## src/rtl/wb_cpu_bridge.sv

```systemverilog
// Wishbone master turning single 6507 CPU requests into cycles on TIA, RIOT RAM or PIA.
// Define WB_BRIDGE_TIMEOUT_EN to abandon stalled accesses after TIMEOUT_CYCLES and raise sticky err_o.
module wb_cpu_bridge #(
   parameter int unsigned TIMEOUT_CYCLES = 16,
   parameter logic [7:0]  UNMAPPED_DATA  = 8'hFF
) (
   input  logic        clk_i,
   input  logic        rst_i,
   input  logic        cpu_req,
   input  logic        cpu_we,
   input  logic [12:0] cpu_adr,
   input  logic [7:0]  cpu_wdat,
   output logic        cpu_ready,
   output logic        cpu_ack,
   output logic [7:0]  cpu_rdat,
   output logic        err_o,
   output logic        wb_we_o,
   output logic [6:0]  wb_adr_o,
   output logic [7:0]  wb_dat_o,
   output logic        tia_stb_o,
   output logic        ram_stb_o,
   output logic        pia_stb_o,
   input  logic        tia_ack_i,
   input  logic        ram_ack_i,
   input  logic        pia_ack_i,
   input  logic [7:0]  tia_dat_i,
   input  logic [7:0]  ram_dat_i,
   input  logic [7:0]  pia_dat_i
);
   typedef enum logic [1:0] {S_IDLE, S_WAIT, S_DONE} state_t;
   typedef enum logic [1:0] {SEL_NONE, SEL_TIA, SEL_RAM, SEL_PIA} sel_t;

   state_t     r_state;
   sel_t       r_sel;
   logic       r_we;
   logic [6:0] r_adr;
   logic [7:0] r_wdat;
   logic [7:0] r_rdat;
   logic       r_ack;
   logic       r_tia_stb;
   logic       r_ram_stb;
   logic       r_pia_stb;

   sel_t       w_dec_sel;
   logic [6:0] w_dec_adr;
   logic       w_sel_ack;
   logic [7:0] w_sel_dat;
   logic       w_unused_adr;

   // A11, A10 and A8 are don't-care in the 6507 mirror scheme
   assign w_unused_adr = ^{cpu_adr[11:10], cpu_adr[8]};

   always_comb begin
      w_dec_sel = SEL_NONE;
      w_dec_adr = 7'h00;
      if (cpu_adr[12]) begin
         w_dec_sel = SEL_NONE;
      end else if (!cpu_adr[7]) begin
         w_dec_sel = SEL_TIA;
         w_dec_adr = {1'b0, cpu_adr[5:0]};
      end else if (!cpu_adr[9]) begin
         w_dec_sel = SEL_RAM;
         w_dec_adr = cpu_adr[6:0];
      end else begin
         w_dec_sel = SEL_PIA;
         w_dec_adr = {2'b00, cpu_adr[4:0]};
      end
   end

   always_comb begin
      w_sel_ack = 1'b0;
      w_sel_dat = 8'h00;
      case (r_sel)
         SEL_TIA: begin w_sel_ack = tia_ack_i; w_sel_dat = tia_dat_i; end
         SEL_RAM: begin w_sel_ack = ram_ack_i; w_sel_dat = ram_dat_i; end
         SEL_PIA: begin w_sel_ack = pia_ack_i; w_sel_dat = pia_dat_i; end
         default: begin w_sel_ack = 1'b0;      w_sel_dat = 8'h00;     end
      endcase
   end

`ifdef WB_BRIDGE_TIMEOUT_EN
   localparam logic [7:0] LP_LAST = 8'(TIMEOUT_CYCLES - 1);
   logic [7:0] r_cnt;
   logic       r_err;
   assign err_o = r_err;
`else
   logic w_unused_cfg;
   assign w_unused_cfg = (TIMEOUT_CYCLES == 0);
   assign err_o = 1'b0;
`endif

   always_ff @(posedge clk_i or posedge rst_i) begin
      if (rst_i) begin
         r_state   <= S_IDLE;
         r_sel     <= SEL_NONE;
         r_we      <= 1'b0;
         r_adr     <= 7'h00;
         r_wdat    <= 8'h00;
         r_rdat    <= 8'h00;
         r_ack     <= 1'b0;
         r_tia_stb <= 1'b0;
         r_ram_stb <= 1'b0;
         r_pia_stb <= 1'b0;
`ifdef WB_BRIDGE_TIMEOUT_EN
         r_cnt     <= 8'h00;
         r_err     <= 1'b0;
`endif
      end else begin
         r_ack <= 1'b0;
         case (r_state)
            S_IDLE: begin
               if (cpu_req) begin
                  if (w_dec_sel == SEL_NONE) begin
                     r_rdat  <= UNMAPPED_DATA;
                     r_ack   <= 1'b1;
                     r_state <= S_DONE;
                  end else begin
                     r_sel     <= w_dec_sel;
                     r_we      <= cpu_we;
                     r_adr     <= w_dec_adr;
                     r_wdat    <= cpu_wdat;
                     r_tia_stb <= (w_dec_sel == SEL_TIA);
                     r_ram_stb <= (w_dec_sel == SEL_RAM);
                     r_pia_stb <= (w_dec_sel == SEL_PIA);
`ifdef WB_BRIDGE_TIMEOUT_EN
                     r_cnt     <= 8'h00;
`endif
                     r_state   <= S_WAIT;
                  end
               end
            end
            S_WAIT: begin
               // an ack coinciding with the last timeout cycle still completes normally
               if (w_sel_ack) begin
                  r_tia_stb <= 1'b0;
                  r_ram_stb <= 1'b0;
                  r_pia_stb <= 1'b0;
                  if (!r_we) r_rdat <= w_sel_dat;
                  r_ack     <= 1'b1;
                  r_state   <= S_DONE;
               end
`ifdef WB_BRIDGE_TIMEOUT_EN
               else if (r_cnt == LP_LAST) begin
                  r_tia_stb <= 1'b0;
                  r_ram_stb <= 1'b0;
                  r_pia_stb <= 1'b0;
                  r_rdat    <= UNMAPPED_DATA;
                  r_err     <= 1'b1;
                  r_ack     <= 1'b1;
                  r_state   <= S_DONE;
               end else begin
                  r_cnt <= r_cnt + 8'd1;
               end
`endif
            end
            S_DONE:  r_state <= S_IDLE;
            default: r_state <= S_IDLE;
         endcase
      end
   end

   assign cpu_ready = (r_state == S_IDLE);
   assign cpu_ack   = r_ack;
   assign cpu_rdat  = r_rdat;
   assign wb_we_o   = r_we;
   assign wb_adr_o  = r_adr;
   assign wb_dat_o  = r_wdat;
   assign tia_stb_o = r_tia_stb;
   assign ram_stb_o = r_ram_stb;
   assign pia_stb_o = r_pia_stb;
endmodule

```

## config.mk

```make
export PLATFORM = sky130hd
export DESIGN_NAME = wb_cpu_bridge
export DESIGN_NICKNAME = d
export VERILOG_FILES = /design/src/rtl/wb_cpu_bridge.sv
export SDC_FILE = /design/constraint.sdc
export NUM_CORES = 1
export LEC_CHECK = 0
export BUFFER_PORTS_ARGS = -buffer_cell sky130_fd_sc_hd__buf_4
export CAP_MARGIN = 40
export CORE_AREA = 2 2 66 68
export CTS_CLUSTER_DIAMETER = 100
export DETAILED_ROUTE_END_ITERATION = 6
export DIE_AREA = 0 0 68 70
export PLACE_DENSITY = 0.77
export SETUP_SLACK_MARGIN = 0.3
export SKIP_CTS_REPAIR_TIMING = 1
export SYNTH_ARGS = -nofsm -noshare
export SYNTH_HDL_FRONTEND = slang
export SYNTH_SLANG_ARGS = --single-unit
```

## constraint.sdc

```tcl
create_clock -name clk_i -period 1.59 [get_ports clk_i]
set_input_delay 0.3975 -clock clk_i [delete_from_list [all_inputs] [get_ports clk_i]]
set_output_delay 0.3975 -clock clk_i [all_outputs]
set_load 0.02 [all_outputs]
```

==> results.txt, run 1 <==
The flow ran to the end, and the final reports show no timing, DRC or antenna violations. The worst register-to-register path has a depth of 4. The number of flops mapped to enable cells by yosys works out to 0. In this run the deepest clock path goes through 2 buffers.

On the critical path the largest part of the delay comes from flip-flops. Synthesis inferred 32 register bits. The combinational family with the most area after synthesis is multiplexers.

Starting density of the core: 0.377. The run gives 0 as the count of antenna diodes in the layout. Capture point of the worst reg-to-reg path: cpu_rdat[3]. The portion of netlist area occupied by mux cells is 0.219, and the final setup TNS is 0 ns.

Relative to the synthesized area, the layout overhead comes to 62.3%. For the worst clock skew, the log shows 0.00359 ns. The worst setup path is launched from a flop. Counting tap cells, the placed design contains a total of 263 instances. The path type of the worst min-delay path was primary input to flop. The average instance area after synthesis came out at 11.9 sq um. Simple-gate portion of the synthesized area: 0.0833.

The total global routing track utilization came out at 0.175. Fraction of final layout cells with drive strength greater than 1: 0.634. The tools report the count of pins on the block boundary as 82. At the worst endpoint, the required time is 1.19 ns. The detail route stage leaves a number of antenna-violating nets equal to 0. The core region is 4140 sq um. The slowest stage of the critical path belongs to the cell dfrtp_1. Summed over all cells, the static leakage comes to 1.16 nW.

The tree is rooted in a clkbuf_8. In this run the worst setup path begins at r_state[0]. The hold path depth came out at 2. Setup slack at placement: 0.0795 ns. The async set-or-reset flop fraction in the synthesized netlist is 1.00, and the number of standard cells in the layout, taps in and fillers out is 276. The first global-routing pass estimated 6.11 mm of wire. The worst setup path is captured at a primary output. The weighted congestion at the end of routability-driven global placement came out at 0.829.

The largest total area in the synthesized netlist belongs to dfrtp_1. Total power for the finished layout comes to 4.66 mW. At the later pin of the worst-skew pair, clock insertion delay measures 0.28 ns. The number of max-slew violations in the final report came out at 0. Number of cells on the critical path: 3.

In this run, distinct cell masters in the synthesized netlist total 29. TritonCTS built the clock tree. The count of mapped cells out of synthesis is 131. The critical path's most frequent cell is buf_6. In this run the most critical hold path is launched from cpu_wdat[6]. The number of I/O port buffers works out to 77. For this run, design rule violations remaining after detail routing come to 0. Y dimension of the die: 70 um. After synthesis, the most frequently instantiated cells are dfrtp_1, mux2_2, nor2_1, inv_1.

Based on the critical path, the design can be clocked at up to 686 MHz. The logs give 1379 for the number of global-route vias before repair and 0 for the final setup violation count. The clock buffer count from CTS was 5. Entering global routing, the biggest net connects 31 pins. Post-synthesis sequential area ratio: 0.512. The critical path ends at cpu_ready.

Startpoint of the worst register-to-register path: r_sel[0]. Initial antenna violation count: 0. After the first detailed-routing iteration, the DRC count stood at 29. In this run the core area contains 24 standard-cell rows. The share of the synthesized netlist area taken by xor and xnor gates was 0; the setup slack after layout was 0.132 ns. Max-cap violations in this run came to 0.

Setup repair after global routing could not meet its margin everywhere. The worst-case IR drop observed on VDD is 932 uV. The area share of the largest cell type after synthesis is 0.512, and the buffering stage count on the worst path with inverters included is 2. The final period utilization was 0.917; the total number of yosys warnings was 0. The final layout contains 276 nets. The worst stage delay on the critical path came out at 0.41 ns.

The most used flip-flop cell after synthesis is dfrtp_1. The routed wire length was 3.98 mm. The number of nets produced by synthesis came out at 183. The signal on the critical path passes through buf_6, nor2_4, buf_6.

Final hold analysis gives a worst-case slack of 0.343 ns. The worst-path maximum fanout is 7, and the reg2reg setup slack is 0.14 ns. The die footprint came out at 4760 sq um. In this run the number of H-tree levels came out at 2. By area the synthesized netlist is led by dfrtp_1, mux2_2, mux2i_1. Number of endpoints with negative hold slack in the final report: 0. The total clock sinks was 32; the sum of net half-perimeters after detailed placement was 2.94 mm. The die is 68 um wide. In the routed layout, each cell is associated on average with a via count of 5.00. The worst path in the final design needs a cycle of 1.46 ns, including I/O delays and setup. For the netlist area before placement, the log shows 1560 sq um. The clock transition at the register clock pins on the worst setup and hold paths after CTS is 0.06 ns. The adder-cell share of the synthesized area was 0; the power density over cell area was 1840 nW/um^2. After global routing the overflow that remains totals 0.

The worst setup path is of the flop to primary output kind. Share of the synthesized area in compound gates (AO/OA/AOI/OAI): 0.134. For this run, the detailed router's first-pass iteration total came to 4. For the overall via count from detail_route, the log shows 1380. The dominant cell by count in the synthesized netlist was dfrtp_1. Data on the critical path arrives at its endpoint at 1.06 ns. After detailed routing, the average wire length per cell comes to 14.4 um.
## registers in the layout (all words and copies together), names as in the netlist
signal	count
pia_stb_o	1
ram_stb_o	1
r_state	2
wb_we_o	1
cpu_rdat	8
wb_dat_o	8
r_sel	2
tia_stb_o	1
cpu_ack	1
wb_adr_o	7
## final cells by class
| class | count | area, sq um |
|---|---|---|
| sequential | 32 | 805 |
| clock buffer | 6 | 72.6 |
| multi-input combinational | 81 | 800 |
| timing repair buffer | 95 | 756 |
| fill | 357 | 1610 |
| tap | 52 | 65.1 |
| clock inverter | 1 | 5.00 |
| inverter | 9 | 33.8 |
## cell families after synthesis
logic type             Yosys count
muxes                           31
and+or+nand+nor                 24
buffers and inverters           18
AOI/OAI and AO/OA               25
other                            1
DFF                             32
## power by group
part | internal [mW] | total [mW] | switching, mW | leakage, nW
logic | 1.35 | 2.62 | 1.26 | 0.758
registers | 1.19 | 1.48 | 0.289 | 0.364
clock network | 0.297 | 0.566 | 0.270 | 0.0410
## per-layer routing
metal / track usage / vias to the layer above / routed length, um
met5: 0 / - / 0
met4: 0.0733 / 0 / 65
met3: 0.0837 / 6 / 430
met2: 0.274 / 60 / 1960
met1: 0.200 / 655 / 1520
li1: - / 659 / -
## worst min path at each step
stage	endpoint	slack [ns]
2_1_floorplan	cpu_ack	0.51
3_3_place_gp	wb_adr_o[0]	0.27
3_5_place_dp	wb_adr_o[0]	0.27
4_1_cts	wb_adr_o[0]	-0.03
5_1_grt	wb_dat_o[6]	0.33
6_report	wb_dat_o[6]	0.34
## layout by cell type, fill, tap and decap left out, types with 2 or more instances in the layout
master and n:
dfrtp_2 3, dfrtp_1 29, o211ai_1 3, nand2b_1 2, mux2_2 13, a221oi_1 4, a21oi_1 3, nand2_1 2
a221oi_2 4, inv_1 9, o2111ai_1 3, buf_4 84, buf_6 8, nand3_2 3, a31o_2 2, mux2i_1 8
mux2_4 9, nor2_1 9, clkbuf_8 5
## metrics by stage
step,instance area [sq um],utilization
6_report,2540,0.612
5_1_grt,2540,0.612
4_1_cts,2390,0.577
3_5_place_dp,2310,0.558
3_3_place_gp,2310,0.558
2_1_floorplan,1620,-
(Power assumes the default switching activity.)
==> run 2, diff against run 1 <==
--- a/config.mk
+++ b/config.mk
@@ -8,9 +8,9 @@
 export BUFFER_PORTS_ARGS = -buffer_cell sky130_fd_sc_hd__buf_4
 export CAP_MARGIN = 40
 export CORE_AREA = 2 2 66 68
-export CTS_CLUSTER_DIAMETER = 100
 export DETAILED_ROUTE_END_ITERATION = 6
 export DIE_AREA = 0 0 68 70
+export GPL_TIMING_DRIVEN = 0
 export PLACE_DENSITY = 0.77
 export SETUP_SLACK_MARGIN = 0.3
 export SKIP_CTS_REPAIR_TIMING = 1
==> run 2 against run 1 <==
Compared with the run above:
- via count up 2.9%
- flip-flop and latch count unchanged
- total power up 10%
- global-route usage up 0.23 points
- register-to-register slack worse by 0.09 ns
- sequential share of layout area down 2.3 points
- setup slack worse by 0.077 ns
- wire length up 11%
==> results.txt, run 2 (synthesis gave the netlist of run 1 again) <==
Setup repair after global routing could not meet its margin everywhere. The total clock sinks is 32 (unchanged), and the final instance area is 2740 sq um (+7.9%). The run gives 0 (unchanged) as the DRC violation count after routing. The initial antenna violation count is 0 (unchanged), and the total core area is 4140 sq um (unchanged).

Number of endpoints with negative hold slack in the final report: 0 (unchanged). The run gives 0 (unchanged) as the final setup violation count. The tools report the weighted congestion at the end of routability-driven global placement as 0.724 (-13%).

For the setup slack after layout, the log shows 0.0545 ns (-0.0773 ns). The data required time of the worst path is 1.75 ns (+0.56 ns), and the leakage power total is 1.26 nW (+8.2%). The DRC violation total after the first TritonRoute iteration is 84 (+190%). For the pin with the worst max-slew slack, the measured transition is 0.664 ns. The worst IR drop on VDD was 982 uV (+5.4%); the final setup TNS was 0 ns (unchanged). The number of buffers on the longest clock path came out at 2 (unchanged).

The maximum number of pins on one net before global-route repair came out at 19 (-39%). The logs give 0 (unchanged) for the total congestion overflow after global routing and 0.214 ns (-0.128 ns) for the worst hold slack across all endpoints. The run gives 6.24 mm (+2.0%) as the first-pass GRT wire length. The average wire per standard cell is 15.5 um (+7.8%), and the number of max-slew violations in the final report is 0 (unchanged). For the worst-case headroom to the max-slew limit, the log shows 0.557. The final period utilization is 0.966 (+0.0486). The worst setup path is launched from a flop.

The worst-path maximum fanout came out at 8 (+1). Total global routing track utilization: 0.177 (+0.00226). The die footprint is 4760 sq um (unchanged), and the count of antenna diodes in the layout is 0 (unchanged). The run gives 5 (unchanged) as the clock buffer count from CTS. The flow ran to the end, and the final reports show no timing, DRC or antenna violations. The maximum clock frequency is 651 MHz (-5.0%), and the power density over cell area is 1870 nW/um^2 (+2.1%). The run gives 1.70 ns (+0.64 ns) as the data arrival time of the critical path.

The final period demand of the worst path is 1.54 ns (+0.0773 ns). The sum of net half-perimeters after detailed placement is 3.00 mm (+1.9%), and the placed cell area is 2290 sq um (-0.97%). TritonCTS built the clock tree.

The number of global-route vias before repair came out at 1394 (+1.1%). The fraction of final layout cells with drive strength greater than 1 was 0.652 (+0.0184). The tools report the starting density of the core as 0.377 (unchanged).

The number of I/O port buffers was 77 (unchanged); the area added between synthesis and finish was 75.2%. The post-route total power was 5.13 mW (+10%). The worst clock skew is 0.00358 ns (-0.00000608 ns), and the remaining antenna violation count after routing is 0 (unchanged).

The number of H-tree levels was 2 (unchanged). Via-per-instance ratio: 4.98 (-0.35%). Number of standard cells in the layout, taps in and fillers out: 285 (+3.3%). The width of the die is 68 um (unchanged). The number of nets at the end of the flow is 284 (+2.9%).

The clock transition at the register clock pins on the worst setup and hold paths after CTS came out at 0.07 ns (about the same). The run gives 1420 (+2.9%) as the overall via count from detail_route. The logs give 0.28 ns (about the same) for the clock insertion delay at the later pin of the skew report and 82 (unchanged) for the count of pins on the block boundary. For the setup slack at placement, the log shows -0.212 ns (-0.292 ns). The min-delay analysis places its worst path in the category primary input to asynchronous set/reset pin.

The root buffer cell chosen for the clock tree is clkbuf_8. The y dimension of the die works out to 70 um (unchanged). The max-capacitance violation count is 0 (unchanged).

The number of instances in the placed design is 261 (-0.76%), and the number of placement rows is 24 (unchanged). The count of TritonRoute iterations in the first routing pass came out at 4 (unchanged). For the share of the core filled with cells, the log shows 0.661 (+0.0486). The routed wire length was 4.42 mm (+11%). Leaving out fill and tap cells, the most frequent cell in the layout is buf_4. The element type at the critical path end was a flop. In the layout the commonest cells are buf_4, dfrtp_1, mux2_4. By startpoint and endpoint, the worst setup path is classified as flop to flop.
[run 2: cell types whose count changed in the layout (fill, tap and decap cells not counted), moves of 2 or more]
cell       delta
mux2_2        -5
mux2_4        +5
a221oi_1      +2
a221oi_2      -2
buf_8         +2
clkbuf_16     +2
clkbuf_8      +2
[run 2: final cells by class]
cell class / count / area, sq um
Multi-Input combinational cell: 81 / 817
Fill cell: 332 / 1410
Clock inverter: 1 / 30.0
Timing Repair Buffer: 94 / 793
Clock buffer: 7 / 96.3
Sequential cell: 32 / 806
Buffer: 9 / 96.3
Tap cell: 52 / 65.1
Inverter: 9 / 33.8
[run 2: critical path, stage by stage, from the launching register on]
cell       delay, ns
dfrtp_1         0.39
buf_6           0.14
nor4b_4         0.23
buf_6           0.20
clkbuf_16       0.16
mux2_4          0.29
[run 2: power by group]
group	total, mW	leakage [nW]	internal, mW	switching [mW]
combinational	2.81	0.832	1.49	1.32
clock	0.849	0.0645	0.553	0.296
sequential	1.47	0.362	1.19	0.281
total	5.13	1.26	3.24	1.90
[run 2: path summary, 6_finish.rpt]
check / start / end / slack (ns) / cells after the start
max: r_state[0] / wb_adr_o[2] / 0.05 / 5
min: rst_i / cpu_rdat[0] / 0.21 / 2
max reg2reg: r_state[0] / wb_adr_o[2] / 0.05 / 5
min reg2reg: wb_adr_o[3] / wb_adr_o[3] / 0.51 / 1
max in group asynchronous: rst_i / r_state[1] / 0.85 / 3
min in group clk_i: cpu_wdat[6] / wb_dat_o[6] / 0.34 / 2
[run 2: metal layers]
metal	vias to the layer above	wire, um	track usage
li1	678	-	-
met1	680	1790	0.214
met3	4	386	0.0709
met4	0	32	0.0600
met2	58	2210	0.282
met5	-	0	0
==> run 3, diff against run 2 <==
--- a/config.mk
+++ b/config.mk
@@ -12,7 +12,6 @@
 export DIE_AREA = 0 0 68 70
 export GPL_TIMING_DRIVEN = 0
 export PLACE_DENSITY = 0.77
-export SETUP_SLACK_MARGIN = 0.3
 export SKIP_CTS_REPAIR_TIMING = 1
 export SYNTH_ARGS = -nofsm -noshare
 export SYNTH_HDL_FRONTEND = slang
==> run 3 against run 2 <==
Compared with the run above:
- wire length decreased by 6.7%
- flip-flop and latch count did not move
- clock skew grew 0.0029 ns
- sequential share of layout area grew 3.9 points
- critical path depth decreased by 1
- cell count is 4.2% lower
- utilization shrank 8.0 points
- maximum frequency is 1.9% lower
- setup slack got worse by 0.030 ns
==> results.txt, run 3 (synthesis gave the netlist of run 1 again) <==
TritonCTS built the clock tree. The type of the setup path with the least slack was flop to flop. The first-pass GRT wire length is 6.87 mm (+10%).

The logs give 82 (unchanged) for the count of pins on the block boundary and 1.77 ns (+0.07 ns) for the data arrival time of the critical path. The run gives 0.0741 (+0.00322) as the global routing met3 resource utilization. For the total core area, the log shows 4140 sq um (unchanged). The clock transition at the register clock pins on the worst setup and hold paths after CTS works out to 0.07 ns (about the same). The max-capacitance violation count was 0 (unchanged). The library cell used most frequently in the layout, excluding fill and tap cells, is buf_4. The routed wire length is 4.13 mm (-6.7%), and the final setup violation count is 0 (unchanged). The tree is rooted in a clkbuf_8. The tools report the maximum number of pins on one net before global-route repair as 22 (+3). Setup repair after global routing could not meet its margin everywhere. The final setup TNS was 0 ns (unchanged). The endpoint identified for the worst register-to-register timing path is cpu_rdat[0]. The tools report the DRC violation count after routing as 0 (unchanged).

For the overall via count from detail_route, the log shows 1358 (-4.4%). The number of nets at the end of the flow came out at 272 (-4.2%). The average wire per standard cell works out to 15.1 um (-2.6%).

The logs give 5 (unchanged) for the clock buffer count from CTS and 4760 sq um (unchanged) for the die footprint. The fraction of final layout cells with drive strength greater than 1 was 0.566 (-0.0867); the worst hold slack across all endpoints was 0.156 ns (-0.0582 ns). The worst clock skew is 0.00650 ns (+0.00292 ns), and the DRC violation total after the first TritonRoute iteration is 25 (-70%). The power density over cell area works out to 1840 nW/um^2 (-1.8%).

The placed cell area was 2240 sq um (-2.1%); the count of antenna diodes in the layout was 0 (unchanged). The run gives 32 (unchanged) as the total clock sinks. The worst reg-to-reg path cell count was 4 (-1); the global-route met1 utilization was 0.243 (+0.0287). The y dimension of the die works out to 70 um (unchanged). The number of I/O port buffers is 77 (unchanged), and the maximum clock frequency is 639 MHz (-1.9%). The total congestion overflow after global routing was 0 (unchanged); the worst-path maximum fanout was 8 (unchanged). The tools report the startpoint of the worst register-to-register path as r_sel[0]. For the met2 track utilization from global routing, the log shows 0.300 (+0.0183). The top cell types in the final layout, fill and taps aside, are buf_4, dfrtp_1, mux2_2. Number of global-route vias before repair: 1442 (+3.4%).

The largest individual stage delay along the critical path comes from the cell dfrtp_1. The reg2reg setup slack is 0.02 ns (-0.03 ns). The via-per-instance ratio was 4.97 (-0.16%). STA classifies the critical path startpoint as a flop. The slew of the pin with the lowest slew margin is 0.553 ns (-0.111 ns).

The count of TritonRoute iterations in the first routing pass is 4 (unchanged), and the worst stage delay on the critical path is 0.43 ns (+0.04 ns). The number of placement rows is 24 (unchanged), and the number of endpoints with negative hold slack in the final report is 0 (unchanged). The final period utilization was 0.984 (+0.0187); the starting density of the core was 0.377 (unchanged). The total global routing track utilization is 0.193 (+0.0159), and the number of H-tree levels is 2 (unchanged).

Traced cell by cell, the critical path runs through mux2i_2, a2111oi_4, buf_12, mux2i_1. The number of buffers on the longest clock path was 2 (unchanged). Layer carrying the most global-route usage: met2.

The worst hold path belongs to the class primary input to asynchronous set/reset pin. The worst IR drop on VDD was 1150 uV (+17%); the worst-case headroom to the max-slew limit was 0.631 (+0.0742). The area added between synthesis and finish came out at 53.9%. The flow ran to the end, and the final reports show no timing, DRC or antenna violations. The share of the core filled with cells came out at 0.580 (-0.0803). The tools report the leakage power total as 1.09 nW (-14%). The tools report the element type at the critical path end as a flop.

Weighted congestion at the end of routability-driven global placement: 0.721 (-0.40%). The initial antenna violation count came out at 0 (unchanged). Final period demand of the worst path: 1.57 ns (+0.0297 ns). The number of max-slew violations in the final report was 0 (unchanged); the width of the die was 68 um (unchanged). The final instance area was 2400 sq um (-12%); the clock insertion delay at the later pin of the skew report was 0.29 ns (about the same). The tools report the remaining antenna violation count after routing as 0 (unchanged). For the data required time of the worst path, the log shows 1.79 ns (+0.04 ns). The sum of net half-perimeters after detailed placement was 3.11 mm (+3.8%).
[run 3: worst max-delay path by stage]
stage	from	end	slack (ns)	cells past startpoint
after floorplan	r_sel[0]	cpu_rdat[7]	0.0008	4
final	r_sel[0]	cpu_rdat[0]	0.02	4
after CTS	r_sel[0]	cpu_rdat[7]	-0.26	4
after detailed placement	r_sel[0]	cpu_rdat[7]	-0.24	4
after global placement	r_sel[0]	cpu_rdat[7]	-0.29	4
after global routing	r_state[1]	cpu_rdat[7]	-0.04	5
[run 3: power by group]
part	internal (mW)	switching, mW
clock network	0.345	0.310
logic	1.13	1.21
registers	1.18	0.258
[run 3: critical path, delay by kind of cell (launching register included)]
kind	cells	cell delay (ns)
muxes	2	0.44
DFF	1	0.43
AOI/OAI and AO/OA	1	0.42
buffers and inverters	1	0.18
[run 3: area by class of cell]
| cell class | instances | area [sq um] |
|---|---|---|
| sequential | 32 | 802 |
| clock inverter | 2 | 10.0 |
| multi-input combinational | 81 | 693 |
| tap | 52 | 65.1 |
| clock buffer | 6 | 82.6 |
| buffer | 9 | 70.1 |
| timing repair buffer | 82 | 648 |
| inverter | 9 | 33.8 |
| fill | 351 | 1740 |
[run 3: stage by stage]
stage          total power, mW  worst slack (ns)  std cells
6_report                  4.43            0.0248        273
2_1_floorplan             2.77          0.000829        131
5_1_grt                   4.72           -0.0370        273
3_5_place_dp              3.67            -0.242        261
4_1_cts                   4.35            -0.260        269
3_3_place_gp              3.60            -0.291        260
[run 3: per-layer routing]
metal | wire, um | up-vias | share of wire
li1 | - | 648 | -
met1 | 1680 | 653 | 0.41
met2 | 2050 | 53 | 0.50
met3 | 357 | 4 | 0.087
met4 | 41 | 0 | 0.0099
met5 | 0 | - | 0
